## src/rtl/sram_arbiter.sv

```systemverilog
// sram_arbiter
//   Sequences every access to the shared external SRAM. It arbitrates between
//   the read-only SNES cartridge bus and the read/write AVR side. It drives
//   registered SRAM strobes, the latched address and the write-data enable,
//   and stretches each access by ACCESS_CYCLES wait states.
//
// Ports
//   clk, reset_n              system clock (rising edge), async active-low reset
//   snes_mode                 1: SNES has priority, AVR is served opportunistically
//                             0: AVR exclusive, SNES is ignored
//   snes_req/addr/rdata/ack   SNES read port (level request, 1-cycle ack)
//   avr_req/we/addr/wdata     AVR request port (level request)
//   avr_rdata/ack/busy        AVR results; busy = request pending, not yet granted
//   sram_addr/din/dout        SRAM address and data pins
//   sram_dout_en              tristate enable for sram_dout
//   sram_ce_n/oe_n/we_n       registered SRAM strobes
//   debug                     {grant_avr, grant_snes, starve_cnt[2:0], state[2:0]}
//
// Handshake (both requesters): req is a level held until the matching ack.
// The ack is a single-cycle pulse in DONE. The requester drops req on the
// edge after the ack. Requests are only arbitrated in IDLE, so a request that
// is still high during DONE is ignored. If it is still high in the following
// IDLE, it starts a new access. Address, direction and write data are latched
// at the grant edge, so requester inputs are don't-care after the grant.

module sram_arbiter #(
   parameter int AWIDTH        = 21,
   parameter int DWIDTH        = 8,
   parameter int ACCESS_CYCLES = 2,
   parameter int STARVE_LIMIT  = 4
) (
   input  logic              clk,
   input  logic              reset_n,
   input  logic              snes_mode,
   input  logic              snes_req,
   input  logic [AWIDTH-1:0] snes_addr,
   output logic [DWIDTH-1:0] snes_rdata,
   output logic              snes_ack,
   input  logic              avr_req,
   input  logic              avr_we,
   input  logic [AWIDTH-1:0] avr_addr,
   input  logic [DWIDTH-1:0] avr_wdata,
   output logic [DWIDTH-1:0] avr_rdata,
   output logic              avr_ack,
   output logic              avr_busy,
   output logic [AWIDTH-1:0] sram_addr,
   input  logic [DWIDTH-1:0] sram_din,
   output logic [DWIDTH-1:0] sram_dout,
   output logic              sram_dout_en,
   output logic              sram_ce_n,
   output logic              sram_oe_n,
   output logic              sram_we_n,
   output logic [7:0]        debug
);

   typedef enum logic [2:0] {
      IDLE     = 3'd0,
      RD_SETUP = 3'd1,
      RD_WAIT  = 3'd2,
      WR_SETUP = 3'd3,
      WR_PULSE = 3'd4,
      WR_HOLD  = 3'd5,
      DONE     = 3'd6
   } state_t;

   // A zero wait-state count is not meaningful. It is clamped to one so that
   // the wait counter can never underflow.
   localparam int         WAIT_CYCLES = (ACCESS_CYCLES < 1) ? 1 : ACCESS_CYCLES;
   localparam logic [3:0] WAIT_LOAD   = 4'(WAIT_CYCLES - 1);
   localparam logic [2:0] STARVE_MAX  = 3'(STARVE_LIMIT);

   state_t     state;
   state_t     next_state;
   logic [3:0] wait_cnt;
   logic       last_wait;
   logic [2:0] starve_cnt;
   logic       grant_avr;
   logic       grant_snes;
   logic       pick_avr;
   logic       pick_snes;

   // Strobe and enable values for the next cycle. They are decoded from
   // next_state so that the registered pins line up with the state register.
   logic       ce_d;
   logic       oe_d;
   logic       we_d;
   logic       en_d;

   assign last_wait = (wait_cnt == 4'd0);
   assign debug     = {grant_avr, grant_snes, starve_cnt, state};

   // ------------------------------------------------------------------
   // State register
   // ------------------------------------------------------------------
   always_ff @(posedge clk or negedge reset_n) begin
      if (!reset_n) begin
         state <= IDLE;
      end else begin
         state <= next_state;
      end
   end

   // ------------------------------------------------------------------
   // Arbitration, next state and strobe decode
   // ------------------------------------------------------------------
   always_comb begin
      next_state = state;
      pick_avr   = 1'b0;
      pick_snes  = 1'b0;
      ce_d       = 1'b0;
      oe_d       = 1'b0;
      we_d       = 1'b0;
      en_d       = 1'b0;

      case (state)
         IDLE: begin
            // SNES wins ties in SNES mode. The exception is when the AVR has
            // already been passed over STARVE_LIMIT times in a row.
            if (snes_mode && snes_req &&
                !(avr_req && (starve_cnt == STARVE_MAX))) begin
               pick_snes = 1'b1;
            end else if (avr_req) begin
               pick_avr = 1'b1;
            end

            if (pick_snes) begin
               next_state = RD_SETUP;
            end else if (pick_avr) begin
               next_state = avr_we ? WR_SETUP : RD_SETUP;
            end
         end
         RD_SETUP: next_state = RD_WAIT;
         RD_WAIT:  if (last_wait) next_state = DONE;
         WR_SETUP: next_state = WR_PULSE;
         WR_PULSE: if (last_wait) next_state = WR_HOLD;
         WR_HOLD:  next_state = DONE;
         DONE:     next_state = IDLE;
         default:  next_state = IDLE;
      endcase

      case (next_state)
         RD_SETUP, RD_WAIT: begin
            ce_d = 1'b1;
            oe_d = 1'b1;
         end
         WR_SETUP, WR_HOLD: begin
            ce_d = 1'b1;
            en_d = 1'b1;
         end
         WR_PULSE: begin
            ce_d = 1'b1;
            en_d = 1'b1;
            we_d = 1'b1;
         end
         default: ;
      endcase
   end

   // ------------------------------------------------------------------
   // Wait-state counter: it is preloaded outside the wait states and counts
   // down inside them. Zero marks the last wait cycle.
   // ------------------------------------------------------------------
   always_ff @(posedge clk or negedge reset_n) begin
      if (!reset_n) begin
         wait_cnt <= WAIT_LOAD;
      end else if ((state == RD_WAIT) || (state == WR_PULSE)) begin
         if (!last_wait) begin
            wait_cnt <= wait_cnt - 4'd1;
         end
      end else begin
         wait_cnt <= WAIT_LOAD;
      end
   end

   // ------------------------------------------------------------------
   // Grant bookkeeping: owner flags, latched address/data, starvation count
   // ------------------------------------------------------------------
   always_ff @(posedge clk or negedge reset_n) begin
      if (!reset_n) begin
         grant_avr  <= 1'b0;
         grant_snes <= 1'b0;
         starve_cnt <= 3'd0;
         sram_addr  <= '0;
         sram_dout  <= '0;
      end else if (state == IDLE) begin
         if (pick_snes) begin
            grant_snes <= 1'b1;
            sram_addr  <= snes_addr;
         end else if (pick_avr) begin
            grant_avr  <= 1'b1;
            sram_addr  <= avr_addr;
            sram_dout  <= avr_wdata;
         end

         // The count tracks SNES grants that were made over a waiting AVR.
         if (pick_avr || !avr_req) begin
            starve_cnt <= 3'd0;
         end else if (pick_snes && (starve_cnt != STARVE_MAX)) begin
            starve_cnt <= starve_cnt + 3'd1;
         end
      end else if (state == DONE) begin
         grant_avr  <= 1'b0;
         grant_snes <= 1'b0;
      end
   end

   // ------------------------------------------------------------------
   // Registered pins, acks, busy and read data capture
   // ------------------------------------------------------------------
   always_ff @(posedge clk or negedge reset_n) begin
      if (!reset_n) begin
         sram_ce_n    <= 1'b1;
         sram_oe_n    <= 1'b1;
         sram_we_n    <= 1'b1;
         sram_dout_en <= 1'b0;
         snes_ack     <= 1'b0;
         avr_ack      <= 1'b0;
         avr_busy     <= 1'b0;
         snes_rdata   <= '0;
         avr_rdata    <= '0;
      end else begin
         sram_ce_n    <= ~ce_d;
         sram_oe_n    <= ~oe_d;
         sram_we_n    <= ~we_d;
         sram_dout_en <= en_d;
         snes_ack     <= (next_state == DONE) && grant_snes;
         avr_ack      <= (next_state == DONE) && grant_avr;
         // The AVR counts as served from its grant edge through DONE.
         avr_busy     <= avr_req && !(pick_avr || grant_avr);

         if ((state == RD_WAIT) && last_wait) begin
            if (grant_snes) begin
               snes_rdata <= sram_din;
            end else if (grant_avr) begin
               avr_rdata <= sram_din;
            end
         end
      end
   end

endmodule
```

## config.mk

```make
export PLATFORM = sky130hd
export DESIGN_NAME = sram_arbiter
export DESIGN_NICKNAME = d
export VERILOG_FILES = /design/src/rtl/sram_arbiter.sv
export SDC_FILE = /design/constraint.sdc
export NUM_CORES = 1
export LEC_CHECK = 0
export BUFFER_PORTS_ARGS = -buffer_cell sky130_fd_sc_hd__buf_4
export CORE_MARGIN = 3
export CORE_UTILIZATION = 53
export CTS_BUF_LIST = sky130_fd_sc_hd__clkbuf_8
export CTS_CLUSTER_SIZE = 28
export DETAILED_ROUTE_END_ITERATION = 12
export PLACE_DENSITY = 0.88
export SLEW_MARGIN = 20
export SYNTH_ARGS = -nofsm -noshare
export SYNTH_HDL_FRONTEND = slang
export SYNTH_SLANG_ARGS = --single-unit
```

## constraint.sdc

```tcl
create_clock -name clk -period 4.56 [get_ports clk]
set_clock_uncertainty 0.1 [all_clocks]
set_input_delay 0.912 -clock clk [delete_from_list [all_inputs] [get_ports clk]]
set_output_delay 0.912 -clock clk [all_outputs]
set_load 0.05 [all_outputs]
```

==> metrics.csv <==
stage,metric,value,unit
global_routing,grt_pass1_wl,11450,microns
sta,post-route-period-util,50.41,%
synthesis,synth_top_area_cell,dfrtp_1,
power_and_ir_drop,ir_drop,0.0005177,V
setup_path,worstPathMaxFanout,21,
finish,design_area,3950,sq um
setup_path,cpMostUsedCell,a21oi_1,
sta,clock.fmax,0.4350,GHz
place,dp.cells,448,
power_and_ir_drop,finalPower,3.440,mW
finish,instances_no_fill,464,
sta,period_needed,2.299,ns
synthesis,ys_ff_latch,64,
setup_path,slowest_stage,nor3_4,
run,cap_violations,0,
clocking,path_clk_slew,0.07,ns
synthesis,ys.warnings.count,0,
min_path,whs_path_depth,1,
finish,final_nets,456,
routing,initialDrtViolationCount,142,
sta,fin_setup_tns,0,ns
synthesis,ys_top_cells_by_count,"60 x dfrtp_1, 50 x a21oi_1, 29 x nand2_1",
power_and_ir_drop,cellPowerDensity,870.8,nW/um^2
finish,area_growth,38.71,%
floorplanning,die-area,6288,sq um
setup_path,cp_slowest_stage_delay,0.73,ns
place,dpl_cell_area,3777,sq um
setup_path,cp_data_required_time,4.72,ns
sta,finalWorstSetupSlack,2.261,ns
clocking,cts_sinks,64,
sta,final_hold_viol_count,0,
clocking,numCtsBuffers,9,
clocking,cts_tree,yes,
floorplanning,die_w,79.30,microns
outcome,status,"finished, final reports clean",
clocking,htreeDepth,3,
floorplanning,placeableCoreArea,5140,sq um
global_routing,grt_max_degree,65,
clocking,clk_latency,0.34,ns
place,place.gp.congestion,0.7848,
global_routing,grt.total_usage,23.82,%
finish,drive_above_1_share,44.67,%
routing,ant_nets,0,
synthesis,synth_top_area_share,52.72,%
synthesis,async_flop_share,100.0,%
floorplanning,io_pins,124,
setup_path,crit_cells,4,
setup_path,start_kind,flip-flop,
sta,rsz0062_at_grt,no,
routing,vias,2488,
routing,firstDrtPassIters,4,
synthesis,syn_area,2848,sq um
place,hpwl,5233,microns
place,portBuffers,123,
sta,setup_violations,0,
sta,worstMarginPinSlew,0.8542,ns
place,pre_cts_ws,2.047,ns
clocking,root_buffer,clkbuf_8,
clocking,cts_resized,0,
sta,holdWs,0.4065,ns
setup_path,worstSetupEndpointType,flip-flop,
synthesis,syn-num-nets,335,
min_path,min_path_type,flip-flop to flip-flop,
setup_path,critPathKind,flip-flop to flip-flop,
clocking,cts_buffer_depth,2,
global_routing,grt_pass1_vias,2377,
setup_path,cp.arrival,2.46,ns
clocking,cts_hold_buf,0,
sta,report.final.slew_viol_count,0,
setup_path,path_delay_family,simple AND/OR/NAND/NOR gates,
setup_path,reg2reg_depth,4,
routing,avgRoutedWirePerCell,16.06,microns
synthesis,synth_edf_count,0,
setup_path,path_buf_inv,0,
global_routing,antenna_found_initial,0,
floorplanning,initial_utilization,55.40,%
synthesis,synth_seq_area_share,56.41,%
finish,diodes,0,
finish,n_fill_cell,360,
power_and_ir_drop,p_leak,1.932,nW
floorplanning,row_count,26,
clocking,post_cts_buffers,0,
finish,final_util,76.85,%
routing,wl,7452,microns
synthesis,syn_area_per_cell,10.63,sq um
synthesis,synthCells,268,
sta,slew_headroom,42.87,%
synthesis,synth_ff_type,dfrtp_1,
synthesis,synthTopCellsByArea,"dfrtp_1 53%, mux2_2 9.1%, a21oi_1 8.8%, nand2_1 3.8%, dfstp_2 3.7%",
synthesis,synth_most_common_cell,dfrtp_1,
synthesis,synth_cell_type_count,41,
global_routing,grt_overflow,0,
floorplanning,die_y,79.30,microns
routing,drc,0,
routing,vias_per_cell,5.362,
setup_path,crit_chain,"or3_4, nor3_4, a21oi_1, a21oi_1",
area by class of cell:
type	instances	area [sq um]	share of cell area, %
clock inverters	6	35.03	0.8869
repair buffers	124	930.9	23.57
clock buffers	10	137.6	3.484
well taps	70	87.58	2.217
flip-flops and latches	64	1607	40.67
multi-input cells	184	1130	28.60
inverters	6	22.52	0.5702
cells by family after synthesis:
kind of cell | synth area share [%]
DFF | 56.41
adders and majority gates | 1.318
xor gates and xnor gates | 0.3076
AOI/OAI and AO/OA | 13.18
muxes | 9.490
and+or+nand+nor | 15.16
buffers and inverters | 4.130
worst paths after layout:
kind | to | slack [ns] | start
max | sram_addr[8]$_DFFE_PN0P_ | 2.26 | state[0]$_DFF_PN0_
min | avr_rdata[1]$_DFFE_PN0P_ | 0.41 | avr_rdata[1]$_DFFE_PN0P_
max reg2reg | sram_addr[8]$_DFFE_PN0P_ | 2.26 | state[0]$_DFF_PN0_
min reg2reg | avr_rdata[1]$_DFFE_PN0P_ | 0.41 | avr_rdata[1]$_DFFE_PN0P_
max in group asynchronous | sram_addr[5]$_DFFE_PN0P_ | 3.27 | reset_n
min in group asynchronous | avr_rdata[1]$_DFFE_PN0P_ | 0.56 | reset_n
layer usage:
| metal | GRT usage [%] | vias up | share of wire (%) |
|---|---|---|---|
| met5 | 0 | - | 0 |
| met4 | 11.34 | 0 | 1.9 |
| met3 | 3.968 | 16 | 4.8 |
| met2 | 39.98 | 76 | 54 |
| met1 | 29.95 | 1231 | 40 |
| li1 | - | 1165 | - |
sequential cells by signal, indices dropped and copies added, names as in the netlist, 3 cells and up:
name        count
wait_cnt        4
sram_dout       8
starve_cnt      3
avr_rdata       8
state           3
sram_addr      21
snes_rdata      8
cell usage in the layout, fill, tap and decap left out, types with 4 or more instances in the layout:
master / count
a21oi_1: 50
nand2b_1: 6
dfstp_2: 4
mux2_2: 23
nor2_1: 28
nand2_1: 29
inv_1: 6
clkinv_2: 4
dfrtp_1: 60
clkbuf_8: 10
buf_4: 124
o21ai_0: 9
worst register-to-register path, stage by stage (launching register included):
cell,delay [ns]
dfrtp_1,0.52
or3_4,0.48
nor3_4,0.73
a21oi_1,0.18
a21oi_1,0.21
power breakdown:
group,leakage (nW),internal (mW),switching [mW]
Sequential,0.751,0.838,0.178
Combinational,1.09,0.637,1.36
Clock,0.0878,0.208,0.219
Total,1.93,1.68,1.76
(Power assumes the default switching activity.)
